===== src/rtl/evt_sched_if.sv =====
// evt_sched_if: event-pulse / grant handshake bundle between event sources,
// the scheduler and its shared consumer.
//   slave  - scheduler side (takes events and ack, drives the grant)
//   master - environment side (drives events and ack, observes the grant)
interface evt_sched_if;
  logic [3:0] pi_req;
  logic       pi_ack;
  logic       po_vld;
  logic [1:0] po_id;
  logic [3:0] po_ovf;
  logic       po_busy;

  modport slave (
    input  pi_req, pi_ack,
    output po_vld, po_id, po_ovf, po_busy
  );

  modport master (
    output pi_req, pi_ack,
    input  po_vld, po_id, po_ovf, po_busy
  );
endinterface


===== src/rtl/evt_sched.sv =====
// evt_sched: counts event pulses from four sources and serialises them as
// grants to one shared consumer.
//
// Each grant is held until the consumer acks it. After an accepted grant the
// scheduler idles for GAP cycles. Counters saturate, and each overflow sets a
// sticky flag.
//
// Build option EVT_SCHED_RR_EN:
//   defined   - round-robin arbitration
//   undefined - fixed priority, where the lowest index wins
module evt_sched #(
  parameter int CNT_W = 3,  // pending counter width (2..6)
  parameter int GAP   = 2   // idle cycles after each accepted grant (0..15)
) (
  input  logic        sclk,
  input  logic        s_rst,
  evt_sched_if.slave  bus
);

  // One-hot state encoding; any other pattern is treated as illegal.
  localparam logic [2:0] S_IDLE  = 3'b001;
  localparam logic [2:0] S_GRANT = 3'b010;
  localparam logic [2:0] S_GAP   = 3'b100;

  localparam logic [CNT_W-1:0] CNT_MAX  = '1;
  localparam logic [CNT_W-1:0] CNT_ONE  = CNT_W'(1);
  localparam logic [3:0]       GAP_LOAD = (GAP > 0) ? 4'(GAP - 1) : 4'd0;

  logic [2:0]       state_q, state_d;
  logic [CNT_W-1:0] cnt_q [4];
  logic [CNT_W-1:0] cnt_d [4];
  logic [3:0]       ovf_q, ovf_d;
  logic             vld_q, vld_d;
  logic [1:0]       id_q, id_d;
  logic [3:0]       gap_q, gap_d;
  logic             acc;
  logic             any_pend;
  logic [1:0]       sel_id;
`ifdef EVT_SCHED_RR_EN
  logic [1:0]       ptr_q, ptr_d;
`endif

  // A grant is accepted only while it is actually presented.
  assign acc = vld_q & bus.pi_ack;

  // Arbiter: pick the source for the next grant from the current counters.
  always_comb begin
    // NOTE: default every always_comb output up front so no path infers a latch.
    sel_id   = '0;
    any_pend = 1'b0;
    // Descending scan: the last hit, the one closest to the search start, wins.
    for (int k = 3; k >= 0; k--) begin
`ifdef EVT_SCHED_RR_EN
      if (cnt_q[ptr_q + 2'(k)] != '0) begin
        sel_id   = ptr_q + 2'(k);
        any_pend = 1'b1;
      end
`else
      if (cnt_q[k] != '0) begin
        sel_id   = 2'(k);
        any_pend = 1'b1;
      end
`endif
    end
  end

  // Pending counters: +1 per event, -1 per accepted grant, saturating at the top.
  always_comb begin
    ovf_d = ovf_q;
    for (int i = 0; i < 4; i++) begin
      cnt_d[i] = cnt_q[i];
      if (bus.pi_req[i] && !(acc && id_q == 2'(i))) begin
        if (cnt_q[i] == CNT_MAX) ovf_d[i] = 1'b1;  // event dropped
        else                     cnt_d[i] = cnt_q[i] + CNT_ONE;
      end else if (!bus.pi_req[i] && acc && id_q == 2'(i)) begin
        cnt_d[i] = cnt_q[i] - CNT_ONE;
      end
    end
  end

  // Grant FSM: idle -> present grant until acked -> optional gap -> idle.
  always_comb begin
    state_d = state_q;
    vld_d   = vld_q;
    id_d    = id_q;
    gap_d   = gap_q;
`ifdef EVT_SCHED_RR_EN
    ptr_d   = ptr_q;
`endif
    case (state_q)
      S_IDLE: begin
        if (any_pend) begin
          state_d = S_GRANT;
          vld_d   = 1'b1;
          id_d    = sel_id;
        end
      end
      S_GRANT: begin
        if (acc) begin
          vld_d = 1'b0;
`ifdef EVT_SCHED_RR_EN
          ptr_d = id_q + 2'd1;
`endif
          if (GAP > 0) begin
            state_d = S_GAP;
            gap_d   = GAP_LOAD;
          end else begin
            state_d = S_IDLE;
          end
        end
      end
      S_GAP: begin
        if (gap_q == 4'd0) state_d = S_IDLE;
        else               gap_d   = gap_q - 4'd1;
      end
      default: begin
        state_d = S_IDLE;
        vld_d   = 1'b0;
        gap_d   = 4'd0;
      end
    endcase
  end

  // State registers with synchronous reset.
  always_ff @(posedge sclk) begin
    // NOTE: non-blocking assignments in clocked logic, so every flop samples pre-edge values.
    if (s_rst) begin
      state_q <= S_IDLE;
      ovf_q   <= '0;
      vld_q   <= 1'b0;
      id_q    <= '0;
      gap_q   <= '0;
      // NOTE: the counter array is reset explicitly because the reset discards pending events.
      for (int i = 0; i < 4; i++) cnt_q[i] <= '0;
`ifdef EVT_SCHED_RR_EN
      ptr_q   <= '0;
`endif
    end else begin
      state_q <= state_d;
      ovf_q   <= ovf_d;
      vld_q   <= vld_d;
      id_q    <= id_d;
      gap_q   <= gap_d;
      for (int i = 0; i < 4; i++) cnt_q[i] <= cnt_d[i];
`ifdef EVT_SCHED_RR_EN
      ptr_q   <= ptr_d;
`endif
    end
  end

  assign bus.po_vld  = vld_q;
  assign bus.po_id   = id_q;
  assign bus.po_ovf  = ovf_q;
  assign bus.po_busy = (state_q != S_IDLE);

endmodule


===== src/flat_wrapper.sv =====
// flat-port wrapper written by rule: the top's interface ports become plain ports
module evt_sched_flat 
#(
  parameter int CNT_W = 3,                                 
  parameter int GAP   = 2                                                   
)
  (sclk, s_rst, bus_pi_req, bus_pi_ack, bus_po_vld, bus_po_id, bus_po_ovf, bus_po_busy);
  evt_sched_if bus_i ();
  input  logic sclk;
  input  logic s_rst;
  input wire logic [$bits(bus_i.pi_req)-1:0] bus_pi_req;
  input wire logic [$bits(bus_i.pi_ack)-1:0] bus_pi_ack;
  output wire logic [$bits(bus_i.po_vld)-1:0] bus_po_vld;
  output wire logic [$bits(bus_i.po_id)-1:0] bus_po_id;
  output wire logic [$bits(bus_i.po_ovf)-1:0] bus_po_ovf;
  output wire logic [$bits(bus_i.po_busy)-1:0] bus_po_busy;
  assign bus_i.pi_req = bus_pi_req;
  assign bus_i.pi_ack = bus_pi_ack;
  assign bus_po_vld = bus_i.po_vld;
  assign bus_po_id = bus_i.po_id;
  assign bus_po_ovf = bus_i.po_ovf;
  assign bus_po_busy = bus_i.po_busy;
  evt_sched #(.CNT_W(CNT_W), .GAP(GAP)) u_core (.sclk(sclk), .s_rst(s_rst), .bus(bus_i));
endmodule

===== config.mk =====
export PLATFORM = sky130hd
export DESIGN_NAME = evt_sched_flat
export DESIGN_NICKNAME = d
export VERILOG_FILES = /design/src/rtl/evt_sched_if.sv /design/src/rtl/evt_sched.sv /design/src/flat_wrapper.sv
export SDC_FILE = /design/constraint.sdc
export NUM_CORES = 1
export LEC_CHECK = 0
export BUFFER_PORTS_ARGS = -buffer_cell sky130_fd_sc_hd__buf_2
export CORE_MARGIN = 1.5
export CORE_UTILIZATION = 56
export DETAILED_ROUTE_END_ITERATION = 10
export PLACE_DENSITY = 0.83
export SETUP_SLACK_MARGIN = 0.1
export SKIP_CTS_REPAIR_TIMING = 1
export SLEW_MARGIN = 5
export SYNTH_ARGS = -nofsm -noshare
export SYNTH_HDL_FRONTEND = slang
export SYNTH_SLANG_ARGS = --single-unit

===== constraint.sdc =====
create_clock -name sclk -period 1.8 [get_ports sclk]
set_input_delay 0.36 -clock sclk [delete_from_list [all_inputs] [get_ports sclk]]
set_output_delay 0.36 -clock sclk [all_outputs]
set_load 0.05 [all_outputs]

# Yosys cells after proc, flatten, opt, wreduce, memory -nomap -nowiden
# Memories as Yosys holds them, arrays and structs flattened.
# Cells that the tools add are included.
# word_totals
regBits	14
memories	1
output_inout_bits	8
wordCells	115
ram_bits	12
input_bits	7
# mem_list
memory	depth	width	read_ports	rd_ports_with_merged_regs	wr	line_no	source
u_core.cnt_q	4	3	4	0	4	evt_sched.sv:30	logic [CNT_W-1:0] cnt_q [4];
# classes
reduce_logical	38
n_eq_ne	15
muxes	37
n_bitwise	7
n_addsub	9
# op_table
operator	n
$mux W3	19
$logic_and A1 B1 Y1	16
$eq A3 B3 Y1 const B	5
$add A3 B1 Y3 const B	4
$pmux W4 S3	1
$reduce_bool A3 Y1	4
$sub A3 B1 Y3 const B	4
$reduce_and A2 Y1	5
$mux W1	9
$pmux W3 S3	1
$reduce_and A3 Y1	3
$logic_not A1 Y1	8
$mux W2	4
$mux W4	2
$ne A2 B1 Y1 const B	3
$eq A2 B2 Y1 const B	2
$logic_not A4 Y1	1
$or A1 B1 Y1	4
$sub A4 B1 Y4 const B	1
$eq A3 B1 Y1 const B	1
$eq A3 B2 Y1 const B	1
$ne A3 B1 Y1 const B	1
$pmux W1 S3	1
$eq A2 B1 Y1 const B	1
other kinds (4)	5

# Logic depth before layout (Yosys ltp)
# Gate-level depths: netlist (run 1).
# logic_depth
ltp_word	7
depth_mapped	6

# Least setup slack after synthesis (run 1)
# OpenSTA, ideal clock, no wires.
# synth_timing
path_kind	flip-flop to flip-flop
from	register u_core.id_q[1] (netlist: u_core.bus.po_id[1])
to	memory u_core.cnt_q[1][2] (netlist: u_core.cnt_q[0][5])
required_time_ns	1.714
path_stages_with_launch	7
t_arrival_ns	1.943
period_less_slack_ns	2.028
slack_ns	-0.228
n_path_buf	0
path_cell_list	dfxtp_1 nand4b_1 nand2_1 fa_1 nor3_1 nor3_1 a211oi_1
# synth_lines
item	line_no	source
from (decl)	evt_sched.sv:34	logic [1:0] id_q, id_d;
from (signal assigned)	evt_sched.sv:142	id_q <= id_d;
to (decl)	evt_sched.sv:30	

# Worst setup path after layout (run 1)
# layout_timing
from	register u_core.state_q[2]
to	output bus_po_busy
# layout_via
elab_chain_cells	1
# layout_lines
item	line_no	source
from (decl)	evt_sched.sv:29	logic [2:0] state_q, state_d;
from (signal assigned)	evt_sched.sv:139	state_q <= state_d;
$ne A3 B1 Y1	evt_sched.sv:154	assign bus.po_busy = (state_q != S_IDLE);
to (decl)	flat_wrapper.sv:16	output wire logic [$bits(bus_i.po_busy)-1:0] bus_po_busy;
# Every way passes these cells.

==> results of run 1 <==
==> sequential cells by signal, indices dropped and copies added (netlist names) <==
signal,flops
u_core.gap_q,4
u_core.bus.po_ovf,4
u_core.state_q,3
u_core.bus.po_vld,1
u_core.bus.po_id,2
u_core.cnt_q,12
==> routing by layer <==
| metal | global-route usage (%) | up-vias | routed length, µm |
|---|---|---|---|
| met4 | 12.8 | 0 | 49 |
| met2 | 43.5 | 30 | 1650 |
| li1 | - | 669 | - |
| met5 | 0 | - | 0 |
| met3 | 5.56 | 5 | 135 |
| met1 | 28.9 | 661 | 1420 |
==> where the power goes <==
group	total, µW	switching [µW]	internal (µW)
clock	260	173	87.0
combinational	780	455	325
sequential	806	121	685
total	1850	749	1100
==> worst register-to-register path: stages, from the launching register on <==
cell and delay [ns]:
dfxtp_4 0.40, nand4b_1 0.15, nand2_1 0.12, fa_2 0.44, nor3_4 0.18, nor3_1 0.07
a211oi_1 0.20
==> cells by family (layout without fill, tap and decap cells) <==
kind of cell / count (synthesis) / in the layout / synth area share (%)
AND/OR/NAND/NOR: 74 / 74 / 31.3
adder cells (fa/ha/maj): 6 / 6 / 7.30
AO/OA/AOI/OAI: 47 / 47 / 22.0
flip-flops: 26 / 26 / 36.1
buffers and inverters: 9 / 31 / 2.61
multiplexers: 1 / 1 / 0.695
==> per-stage QoR <==
stage	instances	util [%]
final	215	68.5
after global routing	215	68.5
after CTS	213	66.5
after detailed placement	209	65.4
after global placement	209	65.4
after floorplan	163	-
==> cells in the final DEF (no fill, tap or decap), types with 5 or more instances in the layout <==
master,n
nor2_1,11
o21ai_0,7
o21a_1,8
buf_4,8
or3b_1,5
a21o_1,5
nand2_1,7
nor3_1,16
buf_2,14
a21oi_1,11
dfxtp_1,22
inv_1,5
==> worst paths after layout <==
kind	slack [ns]	to
setup / recovery	0.11	bus_po_busy
setup reg to reg	0.17	u_core.cnt_q[0][8]
hold reg to reg	0.48	u_core.bus.po_ovf[2]
hold / removal	0.30	u_core.cnt_q[0][3]
==> final cells by class <==
type,count,area [µm²],area share [%]
clock buffers,4,26.3,1.56
well taps,30,37.5,2.23
multi-input cells,128,936,55.7
repair buffers,22,130,7.74
flip-flops and latches,26,533,31.7
inverters,5,18.8,1.12
==> out/metrics.cfg, run 1 <==
[synth]
post_synth_instance_area_mm2 = 0.00144
yosys-top-cells-count = dfxtp_1, nor3_1, a21oi_1, nor2_1, o21a_1
synth-main-ff-cell = dfxtp_1
syn_avg_cell_area_um2 = 8.84
synth_edf_count = 0
synth_top_area_share_pct = 36.1
yosysMostFrequentCell = dfxtp_1
ys_top_cells_by_area = dfxtp_1, nor3_1, fa_1
yosysWarnings = 0
synth-seq-cells = 26
synthCells = 163
synth_cell_types = 41
yosys.area.top_type = dfxtp_1
ys_async_sr_fraction_pct = 0
syn_nets = 176
ys_seq_area_share_pct = 36.1

[routing]
routedWlPerCell_um = 15.1
drtAntennaViolNets = 0
drtPass1Iterations = 4
drc_errors = 0
vias_per_cell = 6.35
vias = 1365
drt_iter0_markers = 23
routed_wl_mm = 3.25

[power]
p_leak_uw = 0.000695
power.density_mw_per_mm2 = 1100
fin_total_pwr_uw = 1850
peakVddDrop_uv = 969

[die]
coreArea_mm2 = 0.00245
fp-row-count = 18
die_w_um = 53.7
fp.dieH_um = 53.7
dieArea_mm2 = 0.00288
initial_utilization_pct = 58.7
ios = 15

[critical_path]
cp_cell_sequence = nor3b_4, inv_1, buf_2
start_kind = flop
path_buf_inv = 2
end_kind = primary output
startpoint = u_core.state_q[2]
cp_max_fo = 4
reg2reg_from = u_core.bus.po_id[0]
crit_type = reg2out
path_depth = 3
required_ns = 1.44
cp_slowest_cell = dfxtp_1
worst_r2r_path_depth = 6
critical-path-max-stage-delay_ns = 0.38
crit_family = flip-flops
cp.arrival_ns = 1.33

[timing]
hold_slack_ns = 0.297
fin_setup_tns_ns = 0
fin_ws_ns = 0.112
rsz0062_at_grt = yes
setup_viol = 0
relSlewSlack_pct = 70.3
hold_violations = 0
final_max_slew_viol_count = 0
worst-slew-pin-transition_ns = 0.441
finalClockSkew_ns = 0.00190
max_freq_mhz = 592
finalCriticalPeriod_ns = 1.69
fin_crit_sh_pct = 93.8

[clock_network]
cts_tree = done
numCtsBuffers = 3
htreeDepth = 1
clkTransAtPathRegs_ns = 0.14
clk_latency_ns = 0.32
cts_sinks = 26
root_buffer = clkbuf_4
clockBufferDepth = 2

[final_layout]
final_area_mm2 = 0.00168
drive_gt1_share_pct = 25.4
final_nets = 199
fillers = 184
n_antenna_cell = 0
syn2layout_area_growth_pct = 16.8

[job]
maxCapViolations = 0

[placement]
gp_congestion = 0.871
numPortBuffers = 14
place_ws_ns = -0.0509
dpl.hpwl_mm = 2.42
placed_cell_area_mm2 = 0.00161

[run_status]
outcome = finished, final reports clean

[grt]
grt_usage_pct = 25.2
grt_max_degree = 15
grt_pass1_vias = 1239
antenna_found_initial = 0
overflow = 0
grt_pass1_wl_mm = 5.24

[min_path]
hold_path.class = in2reg
holdPathStages = 2
hold_start = s_rst

(Power assumes the default switching activity.)
==> run 2, diff against run 1 <==
Settings changed: ABC_AREA set to 1.
==> run 2 against run 1 <==
Compared with the run above:
- setup slack better by 0.076 ns
- sequential share of layout area down 0.68 points
- cell count up 27%
- clock skew up 0.0068 ns
- final area up 1.5%
- area after synthesis up 5.9%
- fmax up 4.7%
- clock power up 11%
- clock-buffer cell count unchanged
- critical path depth up 1
- via count up 6.4%
- global-route usage down 3.3 points
==> out/metrics.cfg, run 2 <==
[final_layout]
drive_gt1_share_pct = 19.3
final_nets = 258
top_register = u_core.cnt_q
layout_common_cells = nor2_1, nand2_1, inv_1
largest_reg_flops = 12
final_area_mm2 = 0.00171
final_common_cell = nor2_1
syn2layout_area_growth_pct = 11.9
final_util_pct = 67.7
n_antenna_cell = 0

[grt]
grt_max_degree = 15
overflow = 0
antenna_found_initial = 0
grt_pass1_vias = 1223
grt_usage_pct = 21.8
grt_pass1_wl_mm = 4.78

[routing]
drc_errors = 0
top_layer_used = met4
vias = 1452
wl_met1_mm = 1.37
routed_wl_mm = 3.00
met2WireLength_mm = 1.47
dr_wl_met3_um = 126
routedWlPerCell_um = 11.0
drtAntennaViolNets = 0
drtPass1Iterations = 4
drt_iter0_markers = 33
vias_per_cell = 5.30

[synth]
synth_top_area_share_pct = 34.1
synth_cell_types = 25
ys_async_sr_fraction_pct = 0
syn_nets = 239
yosysMostFrequentCell = nor2_1
syn_avg_cell_area_um2 = 6.75
yosysWarnings = 0
synth-main-ff-cell = dfxtp_1
synth_edf_count = 0
synthCells = 226
yosys.area.top_type = dfxtp_1
ys_seq_area_share_pct = 34.1
yosys-top-cells-count = nor2_1, nand2_1, inv_1, dfxtp_1, nand3_1
ys_top_cells_by_area = dfxtp_1, nor2_1, nand2_1
synth-seq-cells = 26
post_synth_instance_area_mm2 = 0.00153

[critical_path]
critical-path-max-stage-delay_ns = 0.35
path_buf_inv = 3
cp_max_fo = 6
crit_family = buffers and inverters
crit_type = reg2out
start_kind = flop
end_kind = primary output
cp.arrival_ns = 1.25
cp_cell_sequence = inv_1, nor3_4, inv_2, buf_6
required_ns = 1.44
cp_slowest_cell = dfxtp_1

[power]
p_leak_uw = 0.000825
peakVddDrop_uv = 978
fin_total_pwr_uw = 2180
power.density_mw_per_mm2 = 1280

[die]
die_w_um = 55.2
dieArea_mm2 = 0.00305
ios = 15
initial_utilization_pct = 60.5
coreArea_mm2 = 0.00252
fp-row-count = 18
fp.dieH_um = 55.2

[clock_network]
cts_tree = done
htreeDepth = 1
root_buffer = clkbuf_4
clkTransAtPathRegs_ns = 0.14
clockBufferDepth = 2
clk_latency_ns = 0.32
cts_sinks = 26
numCtsBuffers = 3

[job]
maxCapViolations = 0

[placement]
placed_cell_area_mm2 = 0.00163
numPortBuffers = 14
dpl.hpwl_mm = 2.26
gp_congestion = 0.830

[timing]
worst-slew-pin-transition_ns = 0.248
final_max_slew_viol_count = 0
max_freq_mhz = 620
finalCriticalPeriod_ns = 1.61
setup_viol = 0
hold_slack_ns = 0.335
finalClockSkew_ns = 0.00865
fin_crit_sh_pct = 89.6
relSlewSlack_pct = 83.6
rsz0062_at_grt = yes
fin_setup_tns_ns = 0
hold_violations = 0

[run_status]
outcome = finished, final reports clean

[min_path]
hold_path.class = in2reg

[run 2: cell count changes after synthesis, moves of 6 or more]
cell     change
nand2_1     +34
nor2_1      +32
inv_1       +24
nor3_1      -21
nand3_1     +16
nand2_2      +7
o21a_1       -6
[run 2: kinds of logic (layout without fill, tap and decap cells)]
group	after synthesis	count (layout)	synth area share, %
AO/OA/AOI/OAI	31	31	11.2
XOR/XNOR	1	1	0.574
adder cells (fa/ha/maj)	6	6	6.89
buffers and inverters	38	56	10.0
flip-flops	26	26	34.1
AND/OR/NAND/NOR	124	124	37.2
[run 2: worst reg2reg max path: stages, from the launching register on]
cell	delay [ns]
dfxtp_4	0.44
nor2_1	0.09
nand2_1	0.13
nand2_2	0.08
fa_1	0.38
inv_1	0.06
nand2_1	0.05
nand2_1	0.08
nand3_1	0.08
nand2_1	0.07
nor2_1	0.04
[run 2: worst paths after layout]
path,cells after the start,slack [ns],startpoint,to
min,2,0.34,s_rst,u_core.bus.po_ovf[3]
max,4,0.19,u_core.state_q[0],bus_po_busy
max reg2reg,10,0.20,u_core.bus.po_id[1],u_core.cnt_q[0][2]
min reg2reg,2,0.46,u_core.bus.po_ovf[3],u_core.bus.po_ovf[3]
[run 2: stage by stage]
stage | worst slack (ns) | instances
after floorplan | 0.0575 | 226
final | 0.188 | 274
after global routing | 0.0911 | 274
after CTS | 0.152 | 273
after detailed placement | 0.0341 | 269
after global placement | 0.0766 | 269
[run 2: power breakdown]
group	total (µW)	leakage (µW)	internal [µW]	switching (µW)
sequential	852	0.000215	701	151
clock	289	0.0000210	124	165
combinational	1040	0.000589	356	685
total	2180	0.000825	1180	1000
[run 2: layout make-up]
cell class | instances | area (µm²)
fill | 217 | 816
inverter | 35 | 131
sequential | 26 | 529
clock buffer | 4 | 36.3
timing repair buffer | 17 | 98.8
multi-input combinational | 162 | 873
tap | 30 | 37.5
[run 2: metal layers]
layer	vias up	track usage [%]
li1	756	-
met1	659	24.8
met2	33	40.1
met3	4	6.18
met4	0	5.28
met5	-	0
==> run 3, diff against run 2 <==
Settings changed: ABC_AREA 1 to not set, CELL_PAD_IN_SITES_DETAIL_PLACEMENT set to 1, CELL_PAD_IN_SITES_GLOBAL_PLACEMENT set to 1, CORE_UTILIZATION 56 to 44, PLACE_DENSITY 0.83 to 0.85.
==> run 3 against run 2 <==
Compared with the run above:
- core utilization decreased by 11 points
- routed wire length up 34%
- sequential power is 4.3% lower
- clock skew is 0.0018 ns higher
- die area up 19%
- register-to-register slack got worse by 0.04 ns
- flip-flop and latch count unchanged
- final area up 1.7%
- global-route usage increased by 1.5 points
- hold slack worse by 0.028 ns
- largest power group unchanged
- via count is 4.3% lower
==> out/metrics.cfg, run 3 (synthesis gave the netlist of run 1 again) <==
[power]
swShare_pct = 42.1
fin_total_pwr_uw = 1960
p_int_uw = 1130
combPwrFrac_pct = 44.7
peakVddDrop_uv = 642
power_switching_uw = 826
pwr-share-clk_pct = 13.7
p_leak_uw = 0.000703
power.density_mw_per_mm2 = 1130
pwr-share-seq_pct = 41.6

[final_layout]
final_common_cell = dfxtp_1
layout_common_cells = dfxtp_1, nor3_1, buf_2
final_nets = 201
largest_reg_flops = 12
n_antenna_cell = 0
stdcell_count = 231
top_register = u_core.cnt_q
drive_gt1_share_pct = 31.0
syn2layout_area_growth_pct = 20.5

[grt]
grt_pass1_wl_mm = 6.34
antenna_found_initial = 0
grt_pass1_vias = 1452
grt_max_degree = 15
grt_usage_pct = 23.3
overflow = 0

[routing]
drtPass1Iterations = 4
vias_per_cell = 6.02
drc_errors = 0
routedWlPerCell_um = 17.4
drt_iter0_markers = 41
drtAntennaViolNets = 0
vias = 1390
routed_wl_mm = 4.01

[die]
initial_utilization_pct = 46.8
fp-row-count = 20
coreArea_mm2 = 0.00308
dieArea_mm2 = 0.00363
fp.dieH_um = 60.2
ios = 15
die_w_um = 60.2

[min_path]
hold_path.class = in2reg
hold_end = u_core.cnt_q[0][5]
holdPathStages = 2
hold_start = s_rst

[placement]
dpl.hpwl_mm = 2.91
place_inst = 224
gp_congestion = 0.822
place_ws_ns = -0.0426
numPortBuffers = 14

[critical_path]
required_ns = 1.44
crit_type = reg2out
reg2reg_from = u_core.state_q[1]
worst_r2r_path_depth = 6
cp_max_fo = 4
regToRegSetupSlack_ns = 0.16
start_kind = flop
reg2reg_to = u_core.gap_q[3]
cp.arrival_ns = 1.31
end_kind = primary output

[clock_network]
numCtsBuffers = 3
root_buffer = clkbuf_4
cts_tree = done
clockBufferDepth = 2
clkTransAtPathRegs_ns = 0.15
htreeDepth = 1
clk_latency_ns = 0.34
cts_sinks = 26

[timing]
hold_slack_ns = 0.307
hold_violations = 0
fin_ws_ns = 0.128
setup_viol = 0
finalCriticalPeriod_ns = 1.67
fin_crit_sh_pct = 92.9
worst-slew-pin-transition_ns = 0.491
final_max_slew_viol_count = 0
finalClockSkew_ns = 0.0104
max_freq_mhz = 598
rsz0062_at_grt = yes
relSlewSlack_pct = 67.0

[job]
maxCapViolations = 0

[run_status]
outcome = finished, final reports clean

## run 3: cell types whose count changed in the layout (fill, tap and decap cells not counted), sizes merged, moves of 4 or more
| cell | change |
|---|---|
| a21oi | -5 |
| and3 | +9 |
| a21o | +5 |
| a211oi | +4 |
| nor2 | -35 |
| nand3 | -19 |
| or3b | +5 |
| nand2 | -41 |
| nor3 | +21 |
| buf | +7 |
| o21a | +6 |
| inv | -29 |
## run 3: layout make-up
cell class | instances | area, µm²
clock buffer | 3 | 22.5
clock inverter | 1 | 3.75
fill | 370 | 1340
inverter | 5 | 18.8
multi-input combinational | 128 | 952
sequential | 26 | 536
tap | 44 | 55.1
timing repair buffer | 24 | 148
## run 3: power groups by stage
stage | Sequential, µW | Combinational (µW) | Clock, µW
3_5_place_dp | 814 | 741 | 0
2_1_floorplan | 862 | 483 | 0
4_1_cts | 801 | 742 | 272
5_1_grt | 830 | 940 | 306
3_3_place_gp | 804 | 692 | 0
6_report | 815 | 875 | 269
## run 3: worst max path at each step
stage	cells after the start	slack, ns	from	endpoint
finish	3	0.13	u_core.state_q[2]	bus_po_busy
global placement	7	0.08	bus_pi_ack	u_core.cnt_q[0][2]
CTS	3	-0.06	u_core.state_q[1]	bus_po_busy
floorplan	6	0.10	u_core.bus.po_id[1]	u_core.cnt_q[0][2]
detailed placement	7	-0.04	bus_pi_ack	u_core.cnt_q[0][2]
global route	6	0.05	u_core.state_q[1]	u_core.gap_q[3]
## run 3: worst max-delay path, stage by stage (launching register included)
cell and delay [ns]:
dfxtp_2 0.38, nor3b_4 0.28, inv_2 0.11, buf_4 0.20
## run 3: per-stage QoR
| stage | TNS (ns) | cell area (µm²) | utilization [%] |
|---|---|---|---|
| 3_5_place_dp | -0.0783 | 1630 | 53.0 |
| 6_report | 0 | 1740 | 56.4 |
| 4_1_cts | -0.0628 | 1660 | 53.8 |
| 3_3_place_gp | 0 | 1630 | 53.0 |
| 5_1_grt | 0 | 1740 | 56.4 |
| 2_1_floorplan | 0 | 1470 | - |
## run 3: per-layer routing
layer | track usage [%] | vias up | part of all wire (%)
met2 | 42.5 | 22 | 54
met1 | 27.1 | 697 | 42
met3 | 4.76 | 5 | 2.6
met5 | 0 | - | 0
met4 | 6.98 | 0 | 1.0
li1 | - | 666 | -
